### src/rtl/afifo_arb_pkg.sv
// Shared definitions for the afifo write-port arbiter: FSM state encoding,
// default counter width and a constant clog2 helper.
package afifo_arb_pkg;

    typedef enum logic {
        ST_IDLE = 1'b0,
        ST_XFER = 1'b1
    } arb_state_e;

    localparam int CNTWID_DFLT = 16;

    function automatic int clog2(input int value);
        int r;
        r = 0;
        for (int i = 0; i < 31; i++) begin
            if ((1 << i) < value) r = i + 1;
        end
        return r;
    endfunction

endpackage

### src/rtl/afifo_rr_pick.sv
// Combinational round-robin picker: first set bit of req searching upward
// from last+1 (wrapping), so the previous winner has lowest priority.
module afifo_rr_pick
    import afifo_arb_pkg::*;
#(
    parameter int NREQ   = 4,
    parameter int REQWID = clog2(NREQ)
) (
    input  logic [NREQ-1:0]   req,
    input  logic [REQWID-1:0] last,
    output logic              any,
    output logic [REQWID-1:0] idx
);

    logic [REQWID-1:0] w_cand;

    // NOTE: every output of a combinational block gets a default first, so no latch is inferred.
    always_comb begin
        any    = |req;
        idx    = '0;
        w_cand = '0;
        // Scan farthest-first so the closest requester after last wins.
        for (int k = NREQ; k >= 1; k--) begin
            w_cand = REQWID'((int'(last) + k) % NREQ);
            if (req[w_cand]) idx = w_cand;
        end
    end

endmodule

### src/rtl/afifo_wr_arb.sv
// Round-robin burst arbiter sharing one afifo write port between NREQ
// valid/ready requesters. Optional per-requester beat counters: AFIFO_ARB_CNT_EN.
module afifo_wr_arb
    import afifo_arb_pkg::*;
#(
    parameter int NREQ   = 4,
    parameter int REQWID = clog2(NREQ),
    parameter int BITWID = 8,
    parameter int BURST  = 4,
    parameter int CNTWID = CNTWID_DFLT
) (
    input  logic                     clk,
    input  logic                     rst,
    input  logic [NREQ-1:0]          req_vld,
    input  logic [NREQ*BITWID-1:0]   req_dat,
    output logic [NREQ-1:0]          req_rdy,
    output logic                     fifo_wr,
    output logic [BITWID-1:0]        fifo_wr_dat,
    input  logic                     fifo_full,
    input  logic                     fifo_almost_full,
    output logic                     gnt_vld,
    output logic [REQWID-1:0]        gnt_idx
`ifdef AFIFO_ARB_CNT_EN
    ,
    output logic [NREQ*CNTWID-1:0]   beat_cnt
`endif
);

    localparam int BCWID = clog2(BURST + 1);
    localparam logic [BCWID-1:0] BURST_LAST = BCWID'(BURST);

    arb_state_e        r_state, w_state_nxt;
    logic [REQWID-1:0] r_gnt_idx, w_gnt_idx_nxt;
    logic [REQWID-1:0] r_last, w_last_nxt;
    logic [BCWID-1:0]  r_bcnt, w_bcnt_nxt;
    logic              r_fifo_wr;
    logic [BITWID-1:0] r_fifo_wr_dat;

    logic              w_pick_any;
    logic [REQWID-1:0] w_pick_idx;
    logic              w_gnt_req;
    logic              w_beat;
    logic [BITWID-1:0] w_req_dat [NREQ];

    for (genvar gi = 0; gi < NREQ; gi++) begin : g_unpack
        assign w_req_dat[gi] = req_dat[gi*BITWID +: BITWID];
    end

    afifo_rr_pick #(
        .NREQ   (NREQ),
        .REQWID (REQWID)
    ) u_pick (
        .req  (req_vld),
        .last (r_last),
        .any  (w_pick_any),
        .idx  (w_pick_idx)
    );

    assign w_gnt_req = req_vld[r_gnt_idx];
    assign w_beat    = (r_state == ST_XFER) && w_gnt_req && !fifo_full;

    always_comb begin
        req_rdy            = '0;
        req_rdy[r_gnt_idx] = w_beat;
    end

    always_comb begin
        w_state_nxt   = r_state;
        w_gnt_idx_nxt = r_gnt_idx;
        w_last_nxt    = r_last;
        w_bcnt_nxt    = r_bcnt;
        case (r_state)
            ST_IDLE: begin
                if (w_pick_any && !fifo_almost_full) begin
                    w_state_nxt   = ST_XFER;
                    w_gnt_idx_nxt = w_pick_idx;
                    w_last_nxt    = w_pick_idx;
                    w_bcnt_nxt    = '0;
                end
            end
            ST_XFER: begin
                // A stalled beat (fifo_full) holds the count; a dropped valid ends the burst.
                if (!w_gnt_req) begin
                    w_state_nxt = ST_IDLE;
                end else if (w_beat) begin
                    w_bcnt_nxt = r_bcnt + 1'b1;
                    if (w_bcnt_nxt == BURST_LAST) w_state_nxt = ST_IDLE;
                end
            end
            default: w_state_nxt = ST_IDLE;
        endcase
    end

    // NOTE: sequential state uses non-blocking assignments so all flops update together.
    always_ff @(posedge clk) begin
        if (rst) begin
            r_state       <= ST_IDLE;
            r_gnt_idx     <= '0;
            r_last        <= REQWID'(NREQ - 1);
            r_bcnt        <= '0;
            r_fifo_wr     <= 1'b0;
            r_fifo_wr_dat <= '0;
        end else begin
            r_state   <= w_state_nxt;
            r_gnt_idx <= w_gnt_idx_nxt;
            r_last    <= w_last_nxt;
            r_bcnt    <= w_bcnt_nxt;
            r_fifo_wr <= w_beat;
            if (w_beat) r_fifo_wr_dat <= w_req_dat[r_gnt_idx];
        end
    end

    assign fifo_wr     = r_fifo_wr;
    assign fifo_wr_dat = r_fifo_wr_dat;
    assign gnt_vld     = (r_state == ST_XFER);
    assign gnt_idx     = r_gnt_idx;

`ifdef AFIFO_ARB_CNT_EN
    logic [CNTWID-1:0] r_beat_cnt [NREQ];

    // NOTE: this array holds architectural counts, so unlike a data RAM it is reset explicitly.
    always_ff @(posedge clk) begin
        if (rst) begin
            for (int i = 0; i < NREQ; i++) r_beat_cnt[i] <= '0;
        end else if (w_beat) begin
            r_beat_cnt[r_gnt_idx] <= r_beat_cnt[r_gnt_idx] + 1'b1;
        end
    end

    for (genvar gi = 0; gi < NREQ; gi++) begin : g_cnt
        assign beat_cnt[gi*CNTWID +: CNTWID] = r_beat_cnt[gi];
    end
`endif

endmodule

### config.mk
export PLATFORM = sky130hd
export DESIGN_NAME = afifo_wr_arb
export DESIGN_NICKNAME = d
export VERILOG_FILES = /design/src/rtl/afifo_arb_pkg.sv /design/src/rtl/afifo_rr_pick.sv /design/src/rtl/afifo_wr_arb.sv
export SDC_FILE = /design/constraint.sdc
export NUM_CORES = 1
export LEC_CHECK = 0
export CORE_ASPECT_RATIO = 1.5
export CORE_MARGIN = 5
export CORE_UTILIZATION = 50
export CTS_CLUSTER_DIAMETER = 60
export DETAILED_ROUTE_END_ITERATION = 10
export DONT_BUFFER_PORTS = 1
export GPL_ROUTABILITY_DRIVEN = 0
export GPL_TIMING_DRIVEN = 0
export SLEW_MARGIN = 20
export SYNTH_ARGS = -nofsm -noshare
export SYNTH_HDL_FRONTEND = slang
export SYNTH_SLANG_ARGS = --single-unit
### constraint.sdc
create_clock -name clk -period 1.7 [get_ports clk]
set_input_delay 0.17 -clock clk [delete_from_list [all_inputs] [get_ports clk]]
set_output_delay 0.17 -clock clk [all_outputs]
set_load 0.03 [all_outputs]
==> impl_metrics.json, run 1 <==
{
  "pwr-share-clk_pct": 26.0,
  "crit_slowest_cell": "nor3b_4",
  "io_buffers": 0,
  "drive_gt1_share_pct": 25.49,
  "crit_path_max_fanout": 6,
  "ant_nets": 0,
  "synth_area_leaders": "dfxtp_1 31%, mux4_1 17%, mux2i_1 8.3%",
  "pwr_density_cell_nw_per_um2": 703.2,
  "use_met1_pct": 15.63,
  "dr.pass1.iters": 4,
  "rsz0062_at_grt": "true",
  "grtUsageMet3_pct": 7.027,
  "synth.distinct_cells": 31,
  "synth_top_family_by_area": "multiplexers",
  "synthMuxAreaShare_pct": 31.94,
  "grt_first_pass_wirelength_um": 3705,
  "synth_area_um2": 1081,
  "p_comb_share_pct": 19.6,
  "yosysTopAreaCell": "dfxtp_1",
  "wire_per_inst_um": 20.32,
  "critical_path_arrival_ns": 1.47,
  "final_util_pct": 58.48,
  "post-route-min-period_ns": 1.642,
  "fin_crit_sh_pct": 96.56,
  "p_leak_nw": 0.4249,
  "synthSimpleGateAreaFrac_pct": 16.90,
  "io_pins": 56,
  "crit_path_cell_trace": "buf_6 > mux2i_4 > nor3b_4",
  "viasPerCell": 6.435,
  "grt_pass1_vias": 807,
  "critPathKind": "reg2out",
  "grt_use_met2_pct": 27.81,
  "cp-start-kind": "flop",
  "root_buffer": "clkbuf_4",
  "rows": 20,
  "cap_violations": 0,
  "seq_area_frac_synth_pct": 31.48,
  "fin_nets": 145,
  "fmax_mhz": 609.2,
  "p_sw_share_pct": 29.32,
  "drt_wl_total_um": 2520,
  "syn_to_final_growth_pct": 11.00,
  "ir_drop_mv": 0.3683,
  "grt_overflow": 0,
  "clock_sink_count": 17,
  "diodes": 0,
  "grt_max_degree": 11,
  "holdBufCountCts": 0,
  "power_mw": 0.8438,
  "clk_pin_slew_ns": 0.09,
  "clock-skew-final_ns": 0.005506,
  "dpl.hpwl_um": 1997,
  "drv_slew": 0,
  "hp-class": "in2reg",
  "finalSetupTns_ns": 0,
  "status": "complete, no violations",
  "ys_ff_latch": 17,
  "p_switching_mw": 0.2474,
  "cp_data_required_time_ns": 1.53,
  "vias": 798,
  "syn-num-nets": 138,
  "dieHeight_um": 66.95,
  "seq_power_share_pct": 54.4,
  "die_area_um2": 3211,
  "worst_pin_slew_ns": 0.5300,
  "clock_path_buffers": 2,
  "max_stage_delay_ns": 0.41,
  "synth_fa_ha_area_share_pct": 2.315,
  "synth.avg_cell_area_um2": 11.26,
  "synth_compound_gate_area_share_pct": 12.50,
  "dp_cells": 118,
  "antenna_found_initial": 0,
  "drc": 0,
  "track_usage_pct": 16.48,
  "cts.htree.levels": 1,
  "first_iter_violations": 17,
  "numCtsBuffers": 3,
  "grt_busiest_layer": "met2",
  "clkLatencyLatePin_ns": 0.29,
  "internal_power_mw": 0.5964,
  "yosysWarnings": 0,
  "core-area_um2": 2052,
  "yosysTopAreaCellShare_pct": 31.48,
  "finalNonFillerCells": 124,
  "syn_inst": 96,
  "start_util_pct": 52.68,
  "slew_headroom_pct": 64.55,
  "critPathCaptureType": "output pin",
  "finalHoldViolCount": 0,
  "die_w_um": 47.97,
  "finalSetupViolations": 0,
  "synth_xor_xnor_area_share_pct": 0,
  "cts_tree": "done"
}
[registers in the layout (all words and copies together) (netlist names)]
register     cells
fifo_wr_dat      8
r_bcnt           3
gnt_idx          2
r_last           2
fifo_wr          1
gnt_vld          1
[through the flow]
step / setup slack [ns] / hold slack, ns / instance area (um^2)
floorplan: -0.01809 / 0.3325 / 1086
global route: -0.009389 / 0.09184 / 1200
CTS: 0.01150 / 0.06923 / 1185
finish: 0.05845 / 0.07452 / 1200
global placement: -0.1606 / 0.3598 / 1114
detailed placement: -0.1878 / 0.3779 / 1114
[cell usage after synthesis]
| cell | n |
|---|---|
| dfxtp_1 | 17 |
| mux4_2 | 1 |
| clkbuf_1 | 2 |
| nand2b_1 | 3 |
| buf_1 | 1 |
| mux4_1 | 7 |
| nand2_1 | 8 |
| mux2_4 | 1 |
| mux2i_1 | 9 |
| a21oi_2 | 1 |
| nand3_1 | 3 |
| nand3b_2 | 1 |
| mux2i_4 | 1 |
| ha_1 | 2 |
| o211ai_1 | 1 |
| nor2_1 | 11 |
| and3_1 | 1 |
| inv_1 | 2 |
| nor3b_1 | 1 |
| nor3b_4 | 1 |
| nand3b_1 | 3 |
| nor2b_1 | 1 |
| nor3_1 | 1 |
| a2bb2oi_2 | 1 |
| o221ai_1 | 2 |
| buf_6 | 3 |
| mux2_2 | 1 |
| a21oi_1 | 7 |
| o2111ai_1 | 1 |
| o41ai_4 | 1 |
| o2bb2ai_2 | 1 |
[routing by layer]
metal	part of all wire [%]	wire, um
met2	50	1264
met3	13	325
met4	2.9	74
met1	34	857
met5	0	0
[power by group through the flow]
stage               combinational, mW  clock [mW]  sequential (mW)
floorplan                       0.136           0            0.464
global placement                0.154           0            0.468
detailed placement              0.158           0            0.469
CTS                             0.164       0.225            0.460
global route                    0.180       0.250            0.462
finish                          0.165       0.220            0.459
[cell families after synthesis]
logic type / Yosys count
adders and majority gates: 2
DFF: 17
and+or+nand+nor: 34
buffers and inverters: 8
AOI/OAI and AO/OA: 15
muxes: 20
[what timing repair did]
action | CTS | global route
gates resized for setup | 10 | 6
setup endpoints to repair | 13 | 3
pin swaps | 2 | 1
setup buffers | 2 | 0
[cell usage in the layout (no fill, tap or decap), drive strengths merged]
master and instances:
a21oi 8, buf 7, dfxtp 17, mux2i 10, o41ai 1, a2bb2oi 1, o2111ai 1, nand2b 3
o211ai 1, and3 1, nand3 3, nor3b 2, o2bb2ai 1, o221ai 2, nand2 8, nor2 11
clkbuf 5, nor3 1, mux2 2, nor2b 1, mux4 8, inv 2, nand3b 4, ha 2
[critical path: cells and delay by family (launching register included)]
family | cells | cell delay (ns)
and+or+nand+nor | 1 | 0.41
muxes | 1 | 0.23
DFF | 1 | 0.39
buffers and inverters | 1 | 0.15
[path summary, 6_finish.rpt]
check / start / endpoint / slack [ns] / depth (start not counted)
setup / recovery: gnt_idx[1]$_SDFFE_PP0P_ / req_rdy[3] / 0.06 / 3
hold / removal: req_vld[2] / r_last[1]$_SDFFE_PP1P_ / 0.07 / 2
setup reg to reg: gnt_idx[1]$_SDFFE_PP0P_ / fifo_wr_dat[1]$_SDFFE_PP0P_ / 0.12 / 6
hold reg to reg: r_bcnt[1]$_SDFFE_PP0P_ / r_bcnt[1]$_SDFFE_PP0P_ / 0.48 / 2
[cell type report]
| type | instances | area (um^2) |
|---|---|---|
| Inverter | 2 | 7.507 |
| Buffer | 6 | 52.55 |
| Clock buffer | 4 | 26.28 |
| Multi-Input combinational cell | 71 | 719.4 |
| Tap cell | 22 | 27.53 |
| Fill cell | 187 | 852.1 |
| Timing Repair Buffer | 2 | 15.01 |
| Sequential cell | 17 | 351.6 |
(Power assumes the default switching activity.)
==> run 2: changes to the inputs <==
- CELL_PAD_IN_SITES_DETAIL_PLACEMENT: default -> 1
- CELL_PAD_IN_SITES_GLOBAL_PLACEMENT: default -> 1
- CORE_UTILIZATION: 50 -> 45
- PLACE_DENSITY_LB_ADDON: default -> 0.1
- clock period: 1.7 -> 1.6 ns (I/O delays scaled with it)
==> run 2 against run 1 <==
  * The run now ends with setup timing left
  * Utilization decreased by 1.7 points
  * Via count increased by 1.9%
  * Setup slack got worse by 0.073 ns
  * Critical path depth unchanged
  * Total power increased by 9.4%
  * First-iteration DRC count decreased by 53%
  * Worst hold slack got worse by 0.017 ns
  * Routed wire length increased by 13%
  * Non-clock buffer count increased by 4
  * Cell count increased by 4.0%
  * Clock skew increased by 0.0030 ns
  * Critical endpoint unchanged
==> impl_metrics.json, run 2 (synthesized netlist as in run 1, its figures left out) <==
{
  "clock_path_buffers": 2,
  "cp-start-kind": "flop",
  "final_util_pct": 56.76,
  "fin_nets": 149,
  "pwr_density_cell_nw_per_um2": 719.9,
  "drive_gt1_share_pct": 30.19,
  "syn_to_final_growth_pct": 18.63,
  "hp-class": "in2reg",
  "io_buffers": 0,
  "clock_sink_count": 17,
  "ir_drop_mv": 0.4343,
  "crit_slowest_cell": "dfxtp_4",
  "finalNonFillerCells": 129,
  "critPathCaptureType": "output pin",
  "worst_pin_slew_ns": 0.5302,
  "dr.pass1.iters": 4,
  "final_cell_mix": "14 x dfxtp_1, 10 x nor2_1, 9 x mux2i_1",
  "vias": 813,
  "placed_area_um2": 1121,
  "p_leak_nw": 0.4601,
  "core-area_um2": 2260,
  "diodes": 0,
  "holdWs_ns": 0.05721,
  "cts_tree": "done",
  "dpl.hpwl_um": 2101,
  "design_area_um2": 1282,
  "ant_nets": 0,
  "start_util_pct": 47.84,
  "multi_input_area_um2": 738.2,
  "dieHeight_um": 70.03,
  "grt_max_degree": 11,
  "crit_path_cell_trace": "buf_8 > mux2i_4 > nor3b_4",
  "grt_pass1_vias": 830,
  "r2r-start": "gnt_idx[1]$_SDFFE_PP0P_",
  "crit_path_max_fanout": 5,
  "viasPerCell": 6.302,
  "dp_cells": 119,
  "drc": 0,
  "die_area_um2": 3503,
  "cp_data_required_time_ns": 1.44,
  "numCtsBuffers": 3,
  "cts.htree.levels": 1,
  "fillers": 246,
  "rsz0062_at_grt": "true",
  "crit_buf_inv": 1,
  "final-seq-area_um2": 351.6,
  "fin_crit_sh_pct": 100.9,
  "wire_per_inst_um": 22.09,
  "clk_pin_slew_ns": 0.10,
  "setup.worst_path.end": "req_rdy[3]",
  "critPathLaunch": "gnt_idx[1]$_SDFFE_PP0P_",
  "fmax_mhz": 619.2,
  "max_stage_delay_ns": 0.40,
  "grt_first_pass_wirelength_um": 4188,
  "die_w_um": 50.02,
  "critPathTopFamily": "flip-flops",
  "reg2reg_setup_slack_ns": 0,
  "r2r-end": "fifo_wr_dat[0]$_SDFFE_PP0P_",
  "clkLatencyLatePin_ns": 0.30,
  "root_buffer": "clkbuf_4",
  "critical_path_arrival_ns": 1.45,
  "reg2reg_depth": 6,
  "layout_commonest_cell": "dfxtp_1",
  "drv_slew": 0,
  "clock-skew-final_ns": 0.008504,
  "power_mw": 0.9233,
  "finalSetupTns_ns": -0.01495,
  "dp_slack_ns": -0.2415,
  "path_depth": 3,
  "setup_ws_ns": -0.01495,
  "grt_overflow": 0,
  "finalHoldViolCount": 0,
  "largest_reg_flops": 8,
  "cap_violations": 0,
  "post-route-min-period_ns": 1.615,
  "io_pins": 56,
  "status": "complete, but fails checks",
  "slew_headroom_pct": 64.53,
  "first_iter_violations": 8,
  "antenna_found_initial": 0,
  "violations": "setup timing",
  "critPathKind": "reg2out",
  "drt_wl_total_um": 2849,
  "finalSetupViolations": 1,
  "rows": 21,
  "holdBufCountCts": 0,
  "track_usage_pct": 15.72
}
[run 2: area by class of cell]
type | count | area share (%)
Multi-Input combinational cell | 71 | 57.56
Clock buffer | 3 | 1.756
Timing Repair Buffer | 6 | 5.171
Buffer | 6 | 4.878
Clock inverter | 1 | 0.3902
Sequential cell | 17 | 27.41
Tap cell | 23 | 2.244
Inverter | 2 | 0.5854
[run 2: worst min path at each step]
stage	depth (start not counted)	end	slack, ns	start
global placement	2	r_last[1]$_SDFFE_PP1P_	0.36	req_vld[2]
CTS	2	r_last[1]$_SDFFE_PP1P_	0.04	req_vld[2]
floorplan	2	r_last[1]$_SDFFE_PP1P_	0.32	req_vld[2]
finish	2	r_last[1]$_SDFFE_PP1P_	0.06	req_vld[2]
global route	2	r_last[1]$_SDFFE_PP1P_	0.07	req_vld[2]
detailed placement	2	r_last[1]$_SDFFE_PP1P_	0.37	req_vld[2]
[run 2: layer usage]
layer  global-route usage, %  share of wire [%]  up-vias
li1                        -                  -      383
met1                   14.34                 34      392
met2                   28.53                 55       32
met3                   6.170                8.1        6
met4                   7.872                2.1        0
met5                       0                  0        -
[run 2: power breakdown]
group | total, mW | switching (mW) | internal [mW]
clock | 0.237 | 0.144 | 0.0932
combinational | 0.197 | 0.0879 | 0.109
sequential | 0.489 | 0.0475 | 0.442
total | 0.923 | 0.279 | 0.644
[run 2: worst register-to-register path, cell delays in order (launching register included)]
cell and delay, ns:
dfxtp_4 0.42, buf_8 0.14, mux2i_4 0.40, o2bb2ai_4 0.13
clkbuf_16 0.18, mux2i_1 0.14, nor2_1 0.06
[run 2: repair_timing]
action | CTS | global route
setup endpoints to repair | 15 | 15
pin swaps | 2 | 2
cloned | 0 | 1
setup buffers | 2 | 3
resized for setup | 13 | 6
==> run 3: changes to the inputs <==
- CORE_UTILIZATION: 45 -> 44
- PLACE_DENSITY_LB_ADDON: 0.1 -> 0.08
- SYNTH_HIERARCHICAL: default -> 1
==> run 3 against run 2 <==
  * The flow still finishes with violations (setup timing)
  * Clock-buffer cell count unchanged
  * Register-to-register slack worse by 0.13 ns
  * Non-clock buffer count decreased by 1
  * Cell count rose by 1.6%
  * Combinational power is 7% higher
  * Critical endpoint is now r_bcnt[0]$_SDFFE_PP0P_
  * Largest cell class unchanged
  * Largest power group unchanged
==> impl_metrics.json, run 3 <==
{
  "synthArstFlopShare_pct": 0,
  "crit_path_max_fanout": 6,
  "dr.pass1.iters": 4,
  "io_pins": 56,
  "core-area_um2": 2260,
  "die_area_um2": 3445,
  "critical_path_arrival_ns": 1.96,
  "ir_drop_mv": 0.3711,
  "fin_nets": 151,
  "clkLatencyLatePin_ns": 0.28,
  "cap_violations": 0,
  "root_buffer": "clkbuf_4",
  "drive_gt1_share_pct": 34.26,
  "synth_fa_ha_area_share_pct": 2.415,
  "synthSimpleGateAreaFrac_pct": 18.60,
  "rows": 21,
  "syn_inst": 100,
  "critPathCaptureType": "flop",
  "clock_path_buffers": 2,
  "critPathTopFamily": "simple AND/OR/NAND/NOR gates",
  "post-route-min-period_ns": 1.728,
  "reg2reg_setup_slack_ns": -0.13,
  "synth.distinct_cells": 27,
  "clk_pin_slew_ns": 0.10,
  "track_usage_pct": 15.82,
  "antenna_found_initial": 0,
  "fillers": 235,
  "pwr_density_cell_nw_per_um2": 755.8,
  "drv_slew": 0,
  "drt_wl_total_um": 2661,
  "setup_ws_ns": -0.1281,
  "synth_xor_xnor_area_share_pct": 0,
  "numCtsBuffers": 3,
  "fmax_mhz": 578.7,
  "die_w_um": 49.62,
  "start_util_pct": 45.85,
  "clock_sink_count": 17,
  "seq_area_frac_synth_pct": 32.85,
  "crit_path_cell_trace": "or3b_4 > o22ai_4 > buf_4 > mux2_4 > nor2_1",
  "final_cell_mix": "14 x dfxtp_1, 12 x nor2_1, 11 x mux2i_1",
  "clock-skew-final_ns": 0.002460,
  "ys_ff_latch": 17,
  "yosysWarnings": 6,
  "wire_per_inst_um": 20.31,
  "synthMuxAreaShare_pct": 32.85,
  "synth_top_family_by_area": "multiplexers",
  "p_leak_nw": 0.4301,
  "io_buffers": 0,
  "layout_commonest_cell": "dfxtp_1",
  "holdWs_ns": 0.08361,
  "slew_headroom_pct": 71.22,
  "hp-class": "in2reg",
  "syn_to_final_growth_pct": 18.84,
  "synth_most_common_cell": "dfxtp_1",
  "holdBufCountCts": 0,
  "cts.htree.levels": 1,
  "synth_area_um2": 1036,
  "finalNonFillerCells": 131,
  "cp-start-kind": "flop",
  "finalHoldViolCount": 0,
  "crit_slowest_cell": "or3b_4",
  "violations": "setup timing",
  "synth_edf_count": 0,
  "dpl.hpwl_um": 2104,
  "fin_crit_sh_pct": 108.0,
  "crit_buf_inv": 1,
  "ys.flop_type": "dfxtp_1",
  "dp_cells": 123,
  "rsz0062_at_grt": "true",
  "synth_area_leaders": "dfxtp_1 33%, mux4_2 17%, mux2i_1 11%",
  "synth_compound_gate_area_share_pct": 8.213,
  "synth.avg_cell_area_um2": 10.36,
  "ys_top_cells_by_count": "17 x dfxtp_1, 13 x nor2_1, 11 x mux2i_1",
  "dieHeight_um": 69.43,
  "diodes": 0,
  "yosysTopAreaCellShare_pct": 32.85,
  "cts_tree": "done",
  "max_stage_delay_ns": 0.45,
  "yosysTopAreaCell": "dfxtp_1",
  "viasPerCell": 6.031,
  "vias": 790,
  "grt_pass1_vias": 867,
  "cp_data_required_time_ns": 1.83,
  "first_iter_violations": 7,
  "grt_overflow": 0,
  "critPathKind": "reg2reg",
  "grt_first_pass_wirelength_um": 4305,
  "drc": 0,
  "grt_max_degree": 11,
  "finalSetupViolations": 13,
  "largest_reg_flops": 8,
  "ant_nets": 0,
  "worst_pin_slew_ns": 0.4317,
  "status": "complete, but fails checks",
  "syn-num-nets": 142
}
run 3: logic make-up after synthesis:
logic type	after synthesis
mux	23
fa+ha+maj	2
simple gates	38
buf+inv	9
flops	17
compound gates	11
run 3: layout make-up:
| class | instances | area [um^2] | share of cell area (%) |
|---|---|---|---|
| well taps | 23 | 28.78 | 2.337 |
| clock buffers | 3 | 22.52 | 1.829 |
| inverters | 2 | 7.507 | 0.6098 |
| flip-flops and latches | 17 | 351.6 | 28.56 |
| multi-input cells | 74 | 715.7 | 58.13 |
| plain buffers | 7 | 66.31 | 5.386 |
| repair buffers | 4 | 33.78 | 2.744 |
| clock inverters | 1 | 5.005 | 0.4065 |
run 3: per-layer routing:
| layer | vias up | track usage [%] | routed length (um) |
|---|---|---|---|
| met5 | - | 0 | 0 |
| met4 | 0 | 4.373 | 14 |
| met1 | 379 | 16.62 | 871 |
| li1 | 376 | - | - |
| met2 | 33 | 28.90 | 1516 |
| met3 | 2 | 5.161 | 257 |
run 3: power breakdown:
| group | internal (mW) | total, mW | switching (mW) |
|---|---|---|---|
| clock network | 0.0927 | 0.231 | 0.138 |
| logic | 0.115 | 0.211 | 0.0963 |
| registers | 0.442 | 0.489 | 0.0467 |
run 3: tightest hold or removal path: cells and delay by family:
kind	cells	cell delay, ns
and+or+nand+nor	3	0.17
run 3: final timing paths:
kind | from | end | depth (start not counted)
max reg2reg | gnt_vld$_SDFF_PP0_ | r_bcnt[0]$_SDFFE_PP0P_ | 5
min | fifo_almost_full | r_last[0]$_SDFFE_PP1P_ | 3
min reg2reg | r_bcnt[2]$_SDFFE_PP0P_ | r_bcnt[2]$_SDFFE_PP0P_ | 3
max | gnt_vld$_SDFF_PP0_ | r_bcnt[0]$_SDFFE_PP0P_ | 5
run 3: through the flow:
| stage | total power [mW] | setup TNS (ns) | cell area (um^2) | util (%) | setup WS (ns) |
|---|---|---|---|---|---|
| floorplan | 0.6514 | 0 | 1064 | - | 0.01488 |
| global placement | 0.6795 | -1.436 | 1092 | 48.34 | -0.1453 |
| finish | 0.9306 | -1.070 | 1231 | 54.48 | -0.1281 |
| CTS | 0.9388 | -1.116 | 1207 | 53.43 | -0.1570 |
| global route | 0.9844 | -2.004 | 1231 | 54.48 | -0.1873 |
| detailed placement | 0.6835 | -2.037 | 1092 | 48.34 | -0.2291 |
run 3: repair_timing:
item | in CTS | in global routing
gates resized for setup | 16 | 3
pin swaps | 3 | 3
setup buffers | 2 | 2
setup endpoints to repair | 17 | 15
